$ cat src/rtl/vernam_pkg.sv
// Shared definitions for the Vernam link: default host port ids,
// status byte bit positions and the status count saturation helper.
package vernam_pkg;

  localparam logic [7:0] PT_PORT_DEF     = 8'h01;
  localparam logic [7:0] STATUS_PORT_DEF = 8'h02;

  localparam int ST_PT_VALID  = 0;
  localparam int ST_KEY_EMPTY = 1;
  localparam int ST_KEY_FULL  = 2;
  localparam int ST_OVERFLOW  = 3;
  localparam int ST_COUNT_LSB = 4;
  localparam int ST_COUNT_MSB = 7;

  // The status byte only has room for a 4-bit count, so larger fills read as 15.
  function automatic logic [3:0] satCount(input logic [8:0] count);
    return (count > 9'd15) ? 4'hF : count[3:0];
  endfunction

endpackage

$ cat src/rtl/vernam_key_fifo.sv
// Synchronous key FIFO: one push and one pop per cycle, head is the oldest byte.
// A push into a full FIFO only succeeds when a pop frees a slot in the same cycle;
// otherwise the byte is dropped and drop_o pulses for that cycle.
module vernam_key_fifo #(
  parameter int DEPTH = 16,
  parameter int AW    = 4
) (
  input  logic          clk,
  input  logic          reset,
  input  logic          push_i,
  input  logic          pop_i,
  input  logic [7:0]    data_i,
  output logic [7:0]    head_o,
  output logic          full_o,
  output logic          empty_o,
  output logic          drop_o,
  output logic [AW:0]   count_o
);

  logic [7:0]    mem_q [DEPTH];
  logic [AW-1:0] wrPtr_q, wrPtr_d;
  logic [AW-1:0] rdPtr_q, rdPtr_d;
  logic [AW:0]   count_q, count_d;
  logic          doPush, doPop;

  assign full_o  = (count_q == (AW+1)'(DEPTH));
  assign empty_o = (count_q == '0);
  assign head_o  = mem_q[rdPtr_q];
  assign count_o = count_q;

  assign doPop  = pop_i & ~empty_o;
  assign doPush = push_i & (~full_o | doPop);
  assign drop_o = push_i & ~doPush;

  // Next pointer and occupancy; pointers wrap naturally since DEPTH is 2**AW.
  always_comb begin
    wrPtr_d = wrPtr_q;
    rdPtr_d = rdPtr_q;
    count_d = count_q;
    if (doPush) wrPtr_d = wrPtr_q + AW'(1);
    if (doPop)  rdPtr_d = rdPtr_q + AW'(1);
    if (doPush && !doPop) count_d = count_q + (AW+1)'(1);
    if (doPop && !doPush) count_d = count_q - (AW+1)'(1);
  end

  // Pointer and count registers; reset empties the FIFO.
  always_ff @(posedge clk or posedge reset) begin
    if (reset) begin
      wrPtr_q <= '0;
      rdPtr_q <= '0;
      count_q <= '0;
    end else begin
      wrPtr_q <= wrPtr_d;
      rdPtr_q <= rdPtr_d;
      count_q <= count_d;
    end
  end

  // Storage array; contents are meaningless while the slot is not counted.
  always_ff @(posedge clk) begin
    if (doPush) mem_q[wrPtr_q] <= data_i;
  end

endmodule

$ cat src/rtl/vernam_decipher.sv
// Receive end of the Vernam link: XORs each accepted ciphertext byte with the
// oldest buffered pad byte and holds the plaintext for the host PicoBlaze,
// which reads plaintext/status over its port bus and is interrupted on each byte.
module vernam_decipher
  import vernam_pkg::*;
#(
  parameter int         KEY_DEPTH   = 16,
  parameter int         KEY_AW      = 4,
  parameter logic [7:0] PT_PORT     = PT_PORT_DEF,
  parameter logic [7:0] STATUS_PORT = STATUS_PORT_DEF
) (
  input  logic       clk,
  input  logic       reset,
  input  logic       key_wr,
  input  logic [7:0] key_data,
  output logic       key_full,
  input  logic       ct_valid,
  input  logic [7:0] ct_data,
  output logic       ct_ready,
  input  logic [7:0] port_id,
  input  logic       read_strobe,
  output logic [7:0] rd_data,
  output logic       interrupt,
  input  logic       interrupt_ack
);

  logic [7:0]    keyHead;
  logic          keyEmpty, keyDrop;
  logic [KEY_AW:0] keyCount;
  logic          accept, ptRead, statusRead;
  logic [7:0]    ptReg_q, ptReg_d;
  logic          ptValid_q, ptValid_d;
  logic          overflow_q, overflow_d;
  logic          irq_q, irq_d;
  logic [7:0]    status;

  vernam_key_fifo #(
    .DEPTH (KEY_DEPTH),
    .AW    (KEY_AW)
  ) u_keyFifo (
    .clk     (clk),
    .reset   (reset),
    .push_i  (key_wr),
    .pop_i   (accept),
    .data_i  (key_data),
    .head_o  (keyHead),
    .full_o  (key_full),
    .empty_o (keyEmpty),
    .drop_o  (keyDrop),
    .count_o (keyCount)
  );

  assign ct_ready   = ~ptValid_q & ~keyEmpty;
  assign accept     = ct_valid & ct_ready;
  assign ptRead     = read_strobe & (port_id == PT_PORT);
  assign statusRead = read_strobe & (port_id == STATUS_PORT);
  assign interrupt  = irq_q;

  // Next plaintext, valid flag, sticky overflow and interrupt; set events beat clears.
  always_comb begin
    ptReg_d    = ptReg_q;
    ptValid_d  = ptValid_q;
    overflow_d = overflow_q;
    irq_d      = irq_q;
    if (accept) begin
      ptReg_d   = ct_data ^ keyHead;
      ptValid_d = 1'b1;
    end else if (ptRead) begin
      ptValid_d = 1'b0;
    end
    if (keyDrop)         overflow_d = 1'b1;
    else if (statusRead) overflow_d = 1'b0;
    if (accept)             irq_d = 1'b1;
    else if (interrupt_ack) irq_d = 1'b0;
  end

  // Holding register and flags; reset returns everything to idle.
  always_ff @(posedge clk or posedge reset) begin
    if (reset) begin
      ptReg_q    <= 8'h00;
      ptValid_q  <= 1'b0;
      overflow_q <= 1'b0;
      irq_q      <= 1'b0;
    end else begin
      ptReg_q    <= ptReg_d;
      ptValid_q  <= ptValid_d;
      overflow_q <= overflow_d;
      irq_q      <= irq_d;
    end
  end

  // Assemble the status byte from current registered state.
  always_comb begin
    status = 8'h00;
    status[ST_PT_VALID]  = ptValid_q;
    status[ST_KEY_EMPTY] = keyEmpty;
    status[ST_KEY_FULL]  = key_full;
    status[ST_OVERFLOW]  = overflow_q;
    status[ST_COUNT_MSB:ST_COUNT_LSB] = satCount(9'(keyCount));
  end

  // Host read mux; unmapped port ids read as zero.
  always_comb begin
    rd_data = 8'h00;
    if (port_id == PT_PORT)          rd_data = ptReg_q;
    else if (port_id == STATUS_PORT) rd_data = status;
  end

endmodule
$ cat config.mk
export PLATFORM = sky130hd
export DESIGN_NAME = vernam_decipher
export DESIGN_NICKNAME = d
export VERILOG_FILES = /design/src/rtl/vernam_pkg.sv /design/src/rtl/vernam_key_fifo.sv /design/src/rtl/vernam_decipher.sv
export SDC_FILE = /design/constraint.sdc
export NUM_CORES = 1
export LEC_CHECK = 0
export ABC_CLOCK_PERIOD_IN_PS = 6400
export CAP_MARGIN = 20
export CELL_PAD_IN_SITES_DETAIL_PLACEMENT = 0
export CELL_PAD_IN_SITES_GLOBAL_PLACEMENT = 1
export CORE_ASPECT_RATIO = 0.9
export CORE_MARGIN = 2
export CORE_UTILIZATION = 50
export DETAILED_ROUTE_END_ITERATION = 8
export HOLD_SLACK_MARGIN = 0.03
export PLACE_DENSITY_LB_ADDON = 0.1
export SLEW_MARGIN = 0
export SYNTH_ARGS = -nofsm -noshare
export SYNTH_HDL_FRONTEND = slang
export SYNTH_SLANG_ARGS = --single-unit
$ cat constraint.sdc
create_clock -name clk -period 6.4 [get_ports clk]
set_clock_uncertainty 0.15 [all_clocks]
set_input_delay 1.92 -clock clk [delete_from_list [all_inputs] [get_ports clk]]
set_output_delay 1.92 -clock clk [all_outputs]
set_load 0.02 [all_outputs]
* Word level (Yosys, flattened, before mapping)
Memories as Yosys holds them, arrays and structs flattened.
Index checks and enable logic that the tools add are counted.
** Word-level totals
- Register bits :: 24
- Memories :: 1
- Output and inout port bits :: 11
- Bits in writable memories :: 128
- Bits of input ports :: 30
- Word-level logic and storage cells :: 51
** Cells by class
- Mux-type cells :: 13
- Reduce and logical (&&, ||, !) cells :: 9
- Bitwise logic cells :: 13
- Eq/ne operators :: 3
- Order comparisons :: 1
- Add/subtract/negate cells :: 4
** Memory list
- u_keyFifo.mem_q :: depth 16, width 8, read ports 1, clocked after memory_dff 0, wr ports 1, RTL line vernam_key_fifo.sv:20 : logic [7:0] mem_q [DEPTH];
** Operators with widths (number)
- two-way mux 8 bit :: 2
- two-way mux 5 bit :: 2
- adder 4 x 1 -> 4 bit, second input constant :: 2
- == test 8 x 1 -> 1 bit, second input constant :: 1
- == test 8 x 2 -> 1 bit, second input constant :: 1
- two-way mux 1 bit :: 8
- nonzero test 2 bit :: 4
- bitwise XOR 8 bit :: 1
- AND 1 bit :: 7
- adder 5 x 1 -> 5 bit, second input constant :: 1
- == test 5 bit, second input constant :: 1
- > comparator 5 x 4 -> 1 bit, second input constant :: 1
- logical NOT 5 bit :: 1
- subtractor 5 x 1 -> 5 bit, second input constant :: 1
- two-way mux 4 bit :: 1
- NOT 1 bit :: 4
- logical AND 1 bit :: 2
- logical NOT 1 bit :: 2
- bitwise OR 1 bit :: 1

* Depth between registers and ports, before layout
Gate-level depths: netlist of run 1.
- Depth in word-level cells :: 10
- Mapped depth :: 12
- Depth with buffers taken out :: 11

* Hierarchy
From an unflattened synthesis of run 1, not the netlist that was laid out.
** Second synthesis, totals
- Cell total of the unflattened synthesis :: 370
- Area total of the unflattened synthesis :: 6352.3 µm²
** Modules (own cells, without submodules)
- vernam_key_fifo :: cells an instance 298, instances 1, area an instance 5701.7 µm², seq. area each 4169.0 µm²
- vernam_decipher :: cells an instance 72, instances 1, area an instance 650.6 µm², seq. area each 275.3 µm²

* Worst setup path after synthesis of run 1
No wires, ideal clock.
- Path type :: input -> output
- Start point :: in port_id[5]
- End point :: out rd_data[1]
- Slack :: 1.338 ns
- Required time :: 4.330 ns
- Cell stages on the path :: 4
- Buffers on the path :: 0
- Data arrival time :: 2.992 ns
- Cells stage by stage :: nor4_1 -> nand2_1 -> nor3b_2 -> a32o_1
** On the way
- Longest elaborated chain between the ends :: 3
- Elaborated cells on any way between the ends :: 4
- Those cells by class :: eq/ne (2); mux (2)
** RTL lines
- from (decl) :: RTL line vernam_decipher.sv:20 : input logic [7:0] port_id,
- == test 8 x 2 -> 1 bit :: RTL line vernam_decipher.sv:106 : else if (port_id == STATUS_PORT) rd_data = status;
- two-way mux 8 bit :: RTL line vernam_decipher.sv:106
- two-way mux 8 bit * :: RTL line vernam_decipher.sv:105 : if (port_id == PT_PORT) rd_data = ptReg_q;
- to (decl) :: RTL line vernam_decipher.sv:22 : output logic [7:0] rd_data,
Mark *: on every way between the ends. The rest lies on a longest branch, timed or not.

* Worst setup path in the final report of run 1
- Start point :: in port_id[5]
- End point :: out rd_data[6]
The elaborated chain is that of the path after synthesis.

==> impl_results.md, run 1 <==
* Status: completed
* Commonest non-fill, non-tap cell in the layout: edfxtp_1
* Clk sink count at around 150
* Share of layout cells above drive strength 1 at 0.198
* First-pass GRT wire length at slightly below 20000 um
* Metal3 WL at about 590 um
* Antenna Cells at 0
* Starting density of the core at 0.507
* Leakage at between 2 and 3 nW
* Top cells by area, synth: edfxtp_1, mux4_2, dfrtp_1, xnor2_1, ha_1
* TNS Setup at 0 ps
* EDFF count, synth at between 100 and 150
* Post-CTS Hold Buffers at 0
* Crit path DAT at between 4000 and 5000 ps
* Worst reg2reg path startpoint: u_keyFifo.count_o[1]
* DP HPWL at about 8100 um
* Die area at about 0.014 mm2
* Synthesized area at 0.00635 mm2
* First DRT Iteration DRCs at ~300
* Core Area at 0.0125 mm2
* Drt wl/cell at approximately 22 um
* Count of cell types in the netlist at 40
* Largest area contributor in the netlist: edfxtp_1
* Initial antenna violation count at 0
* Max cap viols at 0
* M1 wire length at about 6000 um
* Final Setup Violations at 0
* Final hold violations at 0
* DR pass1 iterations at 5
* # H-tree levels at 4
* Commonest cells after routing, fill and taps aside: edfxtp_1, clkdlybuf4s50_1, mux4_2, nand2_1, dfrtp_1
* DRT Wirelength at around 13000 um
* CP peak stage delay at between 500 and 600 ps
* Max Fclk at approximately 0.16 GHz
* VDD IR max at around 0.24 mV
* Largest net degree at the start of global routing at 34
* Total power at 0.00331 W
* Top routing layer in use: met4
* Syn nets at 399
* CTS Buf Count at 17
* Die Ht at between 100 and 150 um
* Worst hold path class: flip-flop to flip-flop
* CTS Buffer Depth at 2
* Crit-path max FO at 9
* Post-synth top area share at 0.605
* CP max stage cell: clkdlybuf4s50_1
* Routed via count at between 3000 and 4000
* Crit Path Class: input pin to output pin
* IO Pins at just over 40
* Vias per Instance at roughly 5.7
* Grt ovf at 0
* GPL Wtd Cong at 0.725
* Clock insertion delay at the later pin of the skew report at 410 ps
* Routed wl met2 at a little under 6000 um
* Post-Syn Instances at between 300 and 400
* # rows at 39
* CP Capture Type: output pin
* Post-route minimum period at slightly above 6000 ps
* Vias in the first global route at between 3000 and 4000
* Clock-pin slew on the worst setup and hold paths at ~60 ps
* Normalized max-slew margin at 0.376
* CTS tree: built
* Power Dens Cells at between 400 and 500 mW/mm2
* CP Cell Sequence: clkdlybuf4s50_1 -> nor4_1 -> nand2_1 -> nor3b_4 -> o21ai_0 -> nand2_1 -> clkdlybuf4s50_1
* Port Buf Inserts at 40
* RSZ-0062 raised after global routing: false
* DRC Markers at 0
* Mean post-synth cell area at between 15 and 20 um2
* Post-synth ARST share at 0.158
* Final nets at 450
* Final slew viol count at 0
* Launch point of the critical path: port_id[5]
* Hold Startpoint: ptReg_q[7]
* Antenna Violating Nets Remaining at 0
* Register area share after synthesis at 0.699
* Measured slew at the worst slew-check pin at slightly above 900 ps
* CTS root buf: clkbuf_16
* Ys Warns at 0
* Die width at roughly 120 um
* Dominant synthesized flop cell: edfxtp_1
* Post-synthesis register bit count at roughly 150
* Period utilization at 0.964
* Area Growth Syn to Fin at 20.5%
* Crit path launch type: input pin
* Tot GR Track Use at 0.203
* WP data required at about 4300 ps
per-layer routing:
layer / up-vias / GRT usage
li1: 1518 / -
met1: 1724 / 0.308
met2: 81 / 0.291
met3: 11 / 0.0437
met4: 0 / 0.0766
met5: - / 0
per-stage QoR:
step	area, um2	std cells	util	setup WS (ps)	hold WS [ps]
2_1_floorplan	6350	361	-	1340	300
5_1_grt	7660	589	0.610	33.1	370
3_3_place_gp	6900	554	0.550	264	325
6_report	7660	589	0.610	229	333
3_5_place_dp	6900	554	0.550	144	321
4_1_cts	7570	586	0.604	138	335
synth_stat cells (3+ instances only):
cell,number
mux4_2,32
xor2_1,4
nor2_1,9
nand2_1,23
buf_2,9
edfxtp_1,128
ha_1,8
a21oi_1,10
xnor2_1,16
dfrtp_1,24
nor3b_2,4
buf_4,4
inv_1,10
o21ai_0,16
nand2b_1,3
nor4_1,5
a22o_1,4
or2_2,3
and2_1,8
o22ai_1,8
mux2i_1,8
power breakdown:
part           internal (W)  switching (W)
registers           0.00123       0.000186
clock network      0.000760       0.000365
logic              0.000396       0.000369
total               0.00239       0.000920
path summary, 6_finish.rpt:
path	slack, ps	cells after the start	to
min in group asynchronous	1560	2	u_keyFifo.wrPtr_q[3]
max in group asynchronous	4170	3	u_keyFifo.rdPtr_q[3]
min	330	2	ptReg_q[7]
min reg2reg	330	2	ptReg_q[7]
max	230	7	rd_data[6]
max reg2reg	3030	9	u_keyFifo.count_o[4]
cells by family (layout without fill, tap and decap cells):
kind of cell               count (synthesis)  after routing  synth area share
AOI/OAI and AO/OA                         48             48            0.0498
muxes                                     41             41             0.128
and+or+nand+nor                           65             65            0.0573
adders and majority gates                  8              8            0.0158
DFF                                      152            152             0.699
xor gates and xnor gates                  20             20            0.0276
buffers and inverters                     27             91            0.0223
timing repair:
item                       CTS  global route
setup buffers                0             0
resized for setup            0             2
setup endpoints to repair    0             2
worst max-delay path: cells and delay by family:
kind	cells	cell delay, ps
AND/OR/NAND/NOR	4	1000
buffers and inverters	2	990
AO/OA/AOI/OAI	1	190
final cells by class:
type	count	area, um2
Clock buffer	23	478
Clock inverter	9	194
Fill cell	911	4880
Inverter	11	43.8
Multi-Input combinational cell	182	1780
Sequential cell	152	4450
Tap cell	164	205
Timing Repair Buffer	48	508
sequential cells by signal (all words and copies together), names as in the netlist:
name	flops
overflow_q	1
u_keyFifo.count_o	5
u_keyFifo.rdPtr_q	4
interrupt	1
ptValid_q	1
u_keyFifo.wrPtr_q	4
ptReg_q	8
u_keyFifo.mem_q	128
Power figures use the tool's default switching activity.
==> run 2: changes to the inputs <==
Settings changed: ABC_AREA from default to 1, DONT_BUFFER_PORTS from default to 1.
==> run 2 against run 1 <==
  * Global-route usage rose by 2.1 points
  * Critical path depth fell by 4
  * Design area increased by 1.6%
  * Clock-buffer cell count shrank 5
  * Fmax rose by 15%
  * Wire length is 22% higher
  * Flip-flop and latch count unchanged
  * Hold slack better by 10 ps
  * Critical endpoint is now rd_data[7]
  * Largest cell class unchanged
  * Largest power group unchanged
==> impl_results.md, run 2 <==
* Crit-path max FO at 10 (was 9)
* Filler cells at 1189 (was 911)
* Core Area at 0.0139 mm2 (was 0.0125 mm2)
* First DRT Iteration DRCs at 438 (was 301)
* Final slew viol count at 0 (unchanged)
* Grt ovf at 0 (unchanged)
* CTS Buf Count at 17 (unchanged)
* Max reg flops at 128 (unchanged)
* CP Cell Sequence: nor4_4 -> nand4_4 -> o21ai_0 (was clkdlybuf4s50_1 -> nor4_1 -> nand2_1 -> nor3b_4 -> o21ai_0 -> nand2_1 -> clkdlybuf4s50_1)
* Synthesized area at 0.00701 mm2 (was 0.00635 mm2)
* Ys Warns at 0 (unchanged)
* Die width at 129 um (was 123 um)
* Sw Pwr at 0.00123 W (was 0.000920 W)
* VDD IR max at 0.239 mV (was 0.240 mV)
* Clock insertion delay at the later pin of the skew report at 420 ps (was 410 ps)
* Leakage at 3.38 nW (was 2.62 nW)
* Clk sink count at 152 (unchanged)
* Period utilization at 0.841 (was 0.964)
* CTS tree: built (unchanged)
* Count of cell types in the netlist at 28 (was 40)
* Post-synth ARST share at 0.158 (unchanged)
* TNS Setup at 0 ps (unchanged)
* Clk network pwr share at 0.301 (was 0.341)
* Final hold violations at 0 (unchanged)
* WP data required at 4330 ps (about the same)
* Syn nets at 756 (was 399)
* Dominant synthesized flop cell: edfxtp_1 (unchanged)
* CTS root buf: clkbuf_16 (unchanged)
* Die Ht at 116 um (was 111 um)
* DRT Wirelength at 15600 um (was 12800 um)
* Initial antenna violation count at 0 (unchanged)
* Top cells by area, synth: edfxtp_1, nand2_1, dfrtp_1, nand3_1, inv_1 (was edfxtp_1, mux4_2, dfrtp_1, xnor2_1, ha_1)
* Clock-pin slew on the worst setup and hold paths at 60 ps (about the same)
* Final Setup Violations at 0 (unchanged)
* Starting density of the core at 0.506 (was 0.507)
* Post-synth top area share at 0.549 (was 0.605)
* Die area at 0.0150 mm2 (was 0.0136 mm2)
* Measured slew at the worst slew-check pin at 976 ps (was 933 ps)
* CTS resizes at 0 (unchanged)
* Commonest non-fill, non-tap cell in the layout: nand2_1 (was edfxtp_1)
* Antenna Cells at 0 (unchanged)
* RSZ-0062 raised after global routing: false (unchanged)
* Routed via count at 4722 (was 3334)
* CP Capture Type: output pin (unchanged)
* Post-synthesis register bit count at 152 (unchanged)
* Crit Path Class: input pin to output pin (unchanged)
* Max Fclk at 0.186 GHz (was 0.162 GHz)
* Mean post-synth cell area at 9.76 um2 (was 17.6 um2)
* First-pass GRT wire length at 24400 um (was 19700 um)
* Post-CTS Setup Bufs at 0 (unchanged)
* Normalized max-slew margin at 0.347 (was 0.376)
* CP peak stage delay at 590 ps (about the same)
* # rows at 41 (was 39)
* Largest reg by FF count: u_keyFifo.mem_q (unchanged)
* CTS Buffer Depth at 2 (unchanged)
* Crit path launch type: input pin (unchanged)
* Vias in the first global route at 4342 (was 3333)
* Port Buf Inserts at 0 (was 40)
* Switching share of power at 0.360 (was 0.278)
* Max cap viols at 0 (unchanged)
* Share of layout cells above drive strength 1 at 0.0616 (was 0.198)
* Final Util at 0.562 (was 0.610)
* Comb power frac at 0.307 (was 0.231)
* Crit path DAT at 3310 ps (was 4100 ps)
* GPL Wtd Cong at 0.792 (was 0.725)
* Post-synth top cells: nand2_1, edfxtp_1, nand3_1 (was edfxtp_1, mux4_2, dfrtp_1)
* Power Dens Cells at 441 mW/mm2 (was 432 mW/mm2)
* # H-tree levels at 4 (unchanged)
* DR pass1 iterations at 6 (was 5)
* Post-route minimum period at 5380 ps (was 6170 ps)
* CP max stage cell: o21ai_0 (was clkdlybuf4s50_1)
* Tot GR Track Use at 0.224 (was 0.203)
* Post-CTS Hold Buffers at 0 (unchanged)
* Register area share after synthesis at 0.634 (was 0.699)
* EDFF count, synth at 128 (unchanged)
* DP HPWL at 10000 um (was 8070 um)
* Commonest cells after routing, fill and taps aside: nand2_1, edfxtp_1, nand3_1, inv_1, nor2_1 (was edfxtp_1, clkdlybuf4s50_1, mux4_2, nand2_1, dfrtp_1)
* Largest net degree at the start of global routing at 69 (was 34)
* Vias per Instance at 5.23 (was 5.66)
* Antenna Violating Nets Remaining at 0 (unchanged)
* Status: completed (unchanged)
* IO Pins at 41 (unchanged)
* Hold depth at 2 (unchanged)
* Cell-internal power at 0.00220 W (was 0.00239 W)
* Final nets at 756 (was 450)
* Post-Syn Instances at 718 (was 361)
* Count leader, synth: nand2_1 (was edfxtp_1)
* DRC Markers at 0 (unchanged)
* Sequential fraction of design power at 0.391 (was 0.428)
* Area Growth Syn to Fin at 11.0% (was 20.5%)
* R2R depth at 16 (was 9)
* Worst hold path class: flip-flop to flip-flop (unchanged)
* Largest area contributor in the netlist: edfxtp_1 (unchanged)
* Drt wl/cell at 17.3 um (was 21.7 um)
-- run 2: cell count changes after synthesis, moves of 13 or more --
| cell | delta |
|---|---|
| nor2_1 | +19 |
| nand2_1 | +206 |
| nand3_1 | +113 |
| mux4_2 | -32 |
| inv_1 | +100 |
| xnor2_1 | -13 |
-- run 2: metrics by stage --
step | setup WS (ps) | hold WS, ps | total power [W] | std cells | area, um2
floorplan | 1220 | 300 | 0.00212 | 718 | 7010
global placement | 1060 | 320 | 0.00237 | 869 | 7120
detailed placement | 1010 | 322 | 0.00241 | 870 | 7140
CTS | 1020 | 338 | 0.00344 | 902 | 7750
global route | 894 | 375 | 0.00365 | 903 | 7780
finish | 1020 | 343 | 0.00343 | 903 | 7780
-- run 2: routing by layer --
metal  share of wire  global-route usage
met5               0                   0
met2            0.45               0.333
met3           0.071              0.0573
met4           0.013              0.0674
met1            0.47               0.327
-- run 2: critical path: cells and delay by family --
family | cells | cell delay [ps]
simple gates | 2 | 800
compound gates | 1 | 590
-- run 2: logic make-up after synthesis --
family,Yosys count,synth area share
and+or+nand+nor,383,0.238
DFF,152,0.634
buffers and inverters,140,0.0818
AOI/OAI and AO/OA,25,0.0195
xor gates and xnor gates,10,0.0125
adders and majority gates,8,0.0143
-- run 2: area by class of cell --
class	instances	area, um2	share of cell area
Sequential cell	152	4450	0.571
Multi-Input combinational cell	426	1990	0.256
Clock buffer	18	429	0.0552
Inverter	114	428	0.0550
Tap cell	172	215	0.0277
Clock inverter	14	179	0.0230
Timing Repair Buffer	7	92.6	0.0119
-- run 2: worst paths after layout --
| kind | from | endpoint | slack, ps |
|---|---|---|---|
| min in group asynchronous | reset | u_keyFifo.wrPtr_q[1] | 1140 |
| max reg2reg | u_keyFifo.count_o[0] | u_keyFifo.count_o[4] | 3350 |
| min reg2reg | ptReg_q[0] | ptReg_q[0] | 340 |
| max in group asynchronous | reset | u_keyFifo.rdPtr_q[0] | 4580 |
| min | ptReg_q[0] | ptReg_q[0] | 340 |
| max | port_id[7] | rd_data[7] | 1020 |
-- run 2: power by group through the flow --
| stage | combinational (W) | sequential [W] | clock, W |
|---|---|---|---|
| final | 0.00106 | 0.00134 | 0.00104 |
| after global routing | 0.00120 | 0.00136 | 0.00109 |
| after CTS | 0.00105 | 0.00134 | 0.00105 |
| after detailed placement | 0.00105 | 0.00136 | 0 |
| after global placement | 0.00101 | 0.00136 | 0 |
| after floorplan | 0.000807 | 0.00131 | 0 |
==> variant: new RTL, settings of run 2 <==
Change the parameter `KEY_AW` from 4 to 5.
--- a/src/rtl/vernam_decipher.sv
+++ b/src/rtl/vernam_decipher.sv
@@ -5,7 +5,7 @@
   import vernam_pkg::*;
 #(
   parameter int         KEY_DEPTH   = 16,
-  parameter int         KEY_AW      = 4,
+  parameter int         KEY_AW      = 5,
   parameter logic [7:0] PT_PORT     = PT_PORT_DEF,
   parameter logic [7:0] STATUS_PORT = STATUS_PORT_DEF
 ) (
Check against the original RTL: no difference found for any inputs over 10 cycles, from zero or initial values and one cycle with reset high; that may be too few to reach the edited logic, so the function may still have changed.
==> variant against run 2 <==
- wire length decreased by 1.9%
- sequential cell count up 1
- worst setup slack better by 110 ps
- sequential power about the same
- power is 3.5% lower
- area after synthesis shrank 1.5%
- die area fell by 1.4%
- cell area fell by 3.2%
- utilization barely moved
- hold slack got worse by 9.8 ps
- global-route usage decreased by 0.16 points
- sequential share of layout area up 2.2 points
- critical path type unchanged
- critical endpoint is now rd_data[4]
- largest power group unchanged
- highest routed layer unchanged
==> variant: results (changes against run 2) <==
** Run status
- Outcome :: completed (unchanged)

** GRT
- The maximum number of pins on one net before global-route repair is 81 (was 69).
- The via count of the first global-routing pass is 4,229 (was 4,342).
- First-pass GRT wire length :: 23.78 mm (was 24.38 mm)
- The global-route usage over all layers was 22.24% (was 22.40%).

** Drt
- The initial DRC count came to 405 (was 438).
- Routed via count divided by cell count :: 5.391 (was 5.229)
- The detailed-route wire length per cell was 18.23 µm (was 17.27 µm).
- Number of iterations in the first detailed-routing pass :: 4 (was 6)

** Yosys
- The mean instance size in the synthesized netlist came to 10.43 µm² (was 9.759 µm²).
- Main area contributors after synthesis :: edfxtp_1, nand2_1, dfrtp_1 (unchanged)
- The number of library cell types mapped by synthesis came to 33 (was 28).
- Synth top cells by count: nand2_1, edfxtp_1, nand3_1 (unchanged).
- The sequential element share of the synthesized area was 64.75% (was 63.43%).

** Place
- The port buffer count is 0 (unchanged).
- The worst slack at placement came to 1130 ps (was 1013 ps).
- Total placed instance area :: 6955 µm² (was 7143 µm²)
- GP Congestion :: 0.7909 (was 0.7915)
- Estimated wirelength of the detail-placed design :: 9.808 mm (was 10.01 mm)
- The count of placed standard cells including taps came to 806 (was 870).

** Critical path
- RR Endpoint :: ptReg_q[6] (was u_keyFifo.count_o[4])
- The arrival time of data at the critical path endpoint was 3200 ps (was 3310 ps).
- The setup slack on the worst flop-to-flop path is 3300 ps (was 3350 ps).
- Reg2reg start :: u_keyFifo.rdPtr_q[0] (was u_keyFifo.count_o[0])

** Min path
- Worst Hold Launch :: ptValid_q (was ptReg_q[0])
- Min-Delay Endpoint :: ptValid_q (was ptReg_q[0])

** Timing
- Fin worst setup slack :: 1128 ps (was 1017 ps)
- The worst slack on hold paths is 333.2 ps (was 343.0 ps).

** Clocking
- Number of cells upsized or downsized after cts :: 0 (unchanged)
- The clock slew seen by the registers of the worst setup and hold paths was 60 ps (about the same).

** Pwr
- Leak :: 0.002963 µW (was 0.003382 µW)
- IR Drop Worst-Case VDD :: 0.0003102 V (was 0.0002386 V)

** Final layout
- Proportion of layout cells with a drive suffix above 1 :: 8.197% (was 6.156%)
- Total Nets Final :: 696 (was 756)
==> variant: kinds of logic (layout without fill, tap and decap cells) <==
kind of cell / count (synthesis) / after routing / synth area share (%)
AO/OA/AOI/OAI: 61 / 61 / 4.949
XOR/XNOR: 8 / 8 / 1.015
adder cells (fa/ha/maj): 8 / 8 / 1.450
buffers and inverters: 85 / 94 / 5.728
flip-flops: 153 / 153 / 64.75
AND/OR/NAND/NOR: 347 / 347 / 22.11
==> variant: where the power goes <==
part	internal (µW)	switching (µW)	total, µW
Clock	559	378	937
Sequential	1230	107	1340
Combinational	306	732	1040
Total	2100	1220	3320
==> variant: layout make-up <==
| cell class | instances | area [µm²] |
|---|---|---|
| clock inverters | 6 | 40.04 |
| inverters | 60 | 229.0 |
| repair buffers | 2 | 22.52 |
| clock buffers | 26 | 520.5 |
| fillers | 1193 | 5882 |
| multi-input cells | 424 | 2038 |
| flip-flops and latches | 153 | 4471 |
| well taps | 168 | 210.2 |
==> variant: worst max path at each step <==
stage                     from         end  cells after the start
global placement    port_id[7]  rd_data[6]                      3
floorplan           port_id[7]  rd_data[0]                      3
global route        port_id[7]  rd_data[4]                      3
detailed placement  port_id[7]  rd_data[4]                      3
finish              port_id[7]  rd_data[4]                      3
CTS                 port_id[7]  rd_data[4]                      3
==> variant: worst min-delay path, delay by kind of cell (launching register included) <==
family,cells,cell delay [ps]
DFF,1,340
AOI/OAI and AO/OA,1,60
and+or+nand+nor,1,40
==> variant: metal layers <==
layer	global-route usage (%)	up-vias	wire [µm]
li1	-	2210	-
met1	32.91	2209	7347
met2	32.91	90	6940
met3	5.633	14	843
met4	6.593	0	167
met5	0	-	0
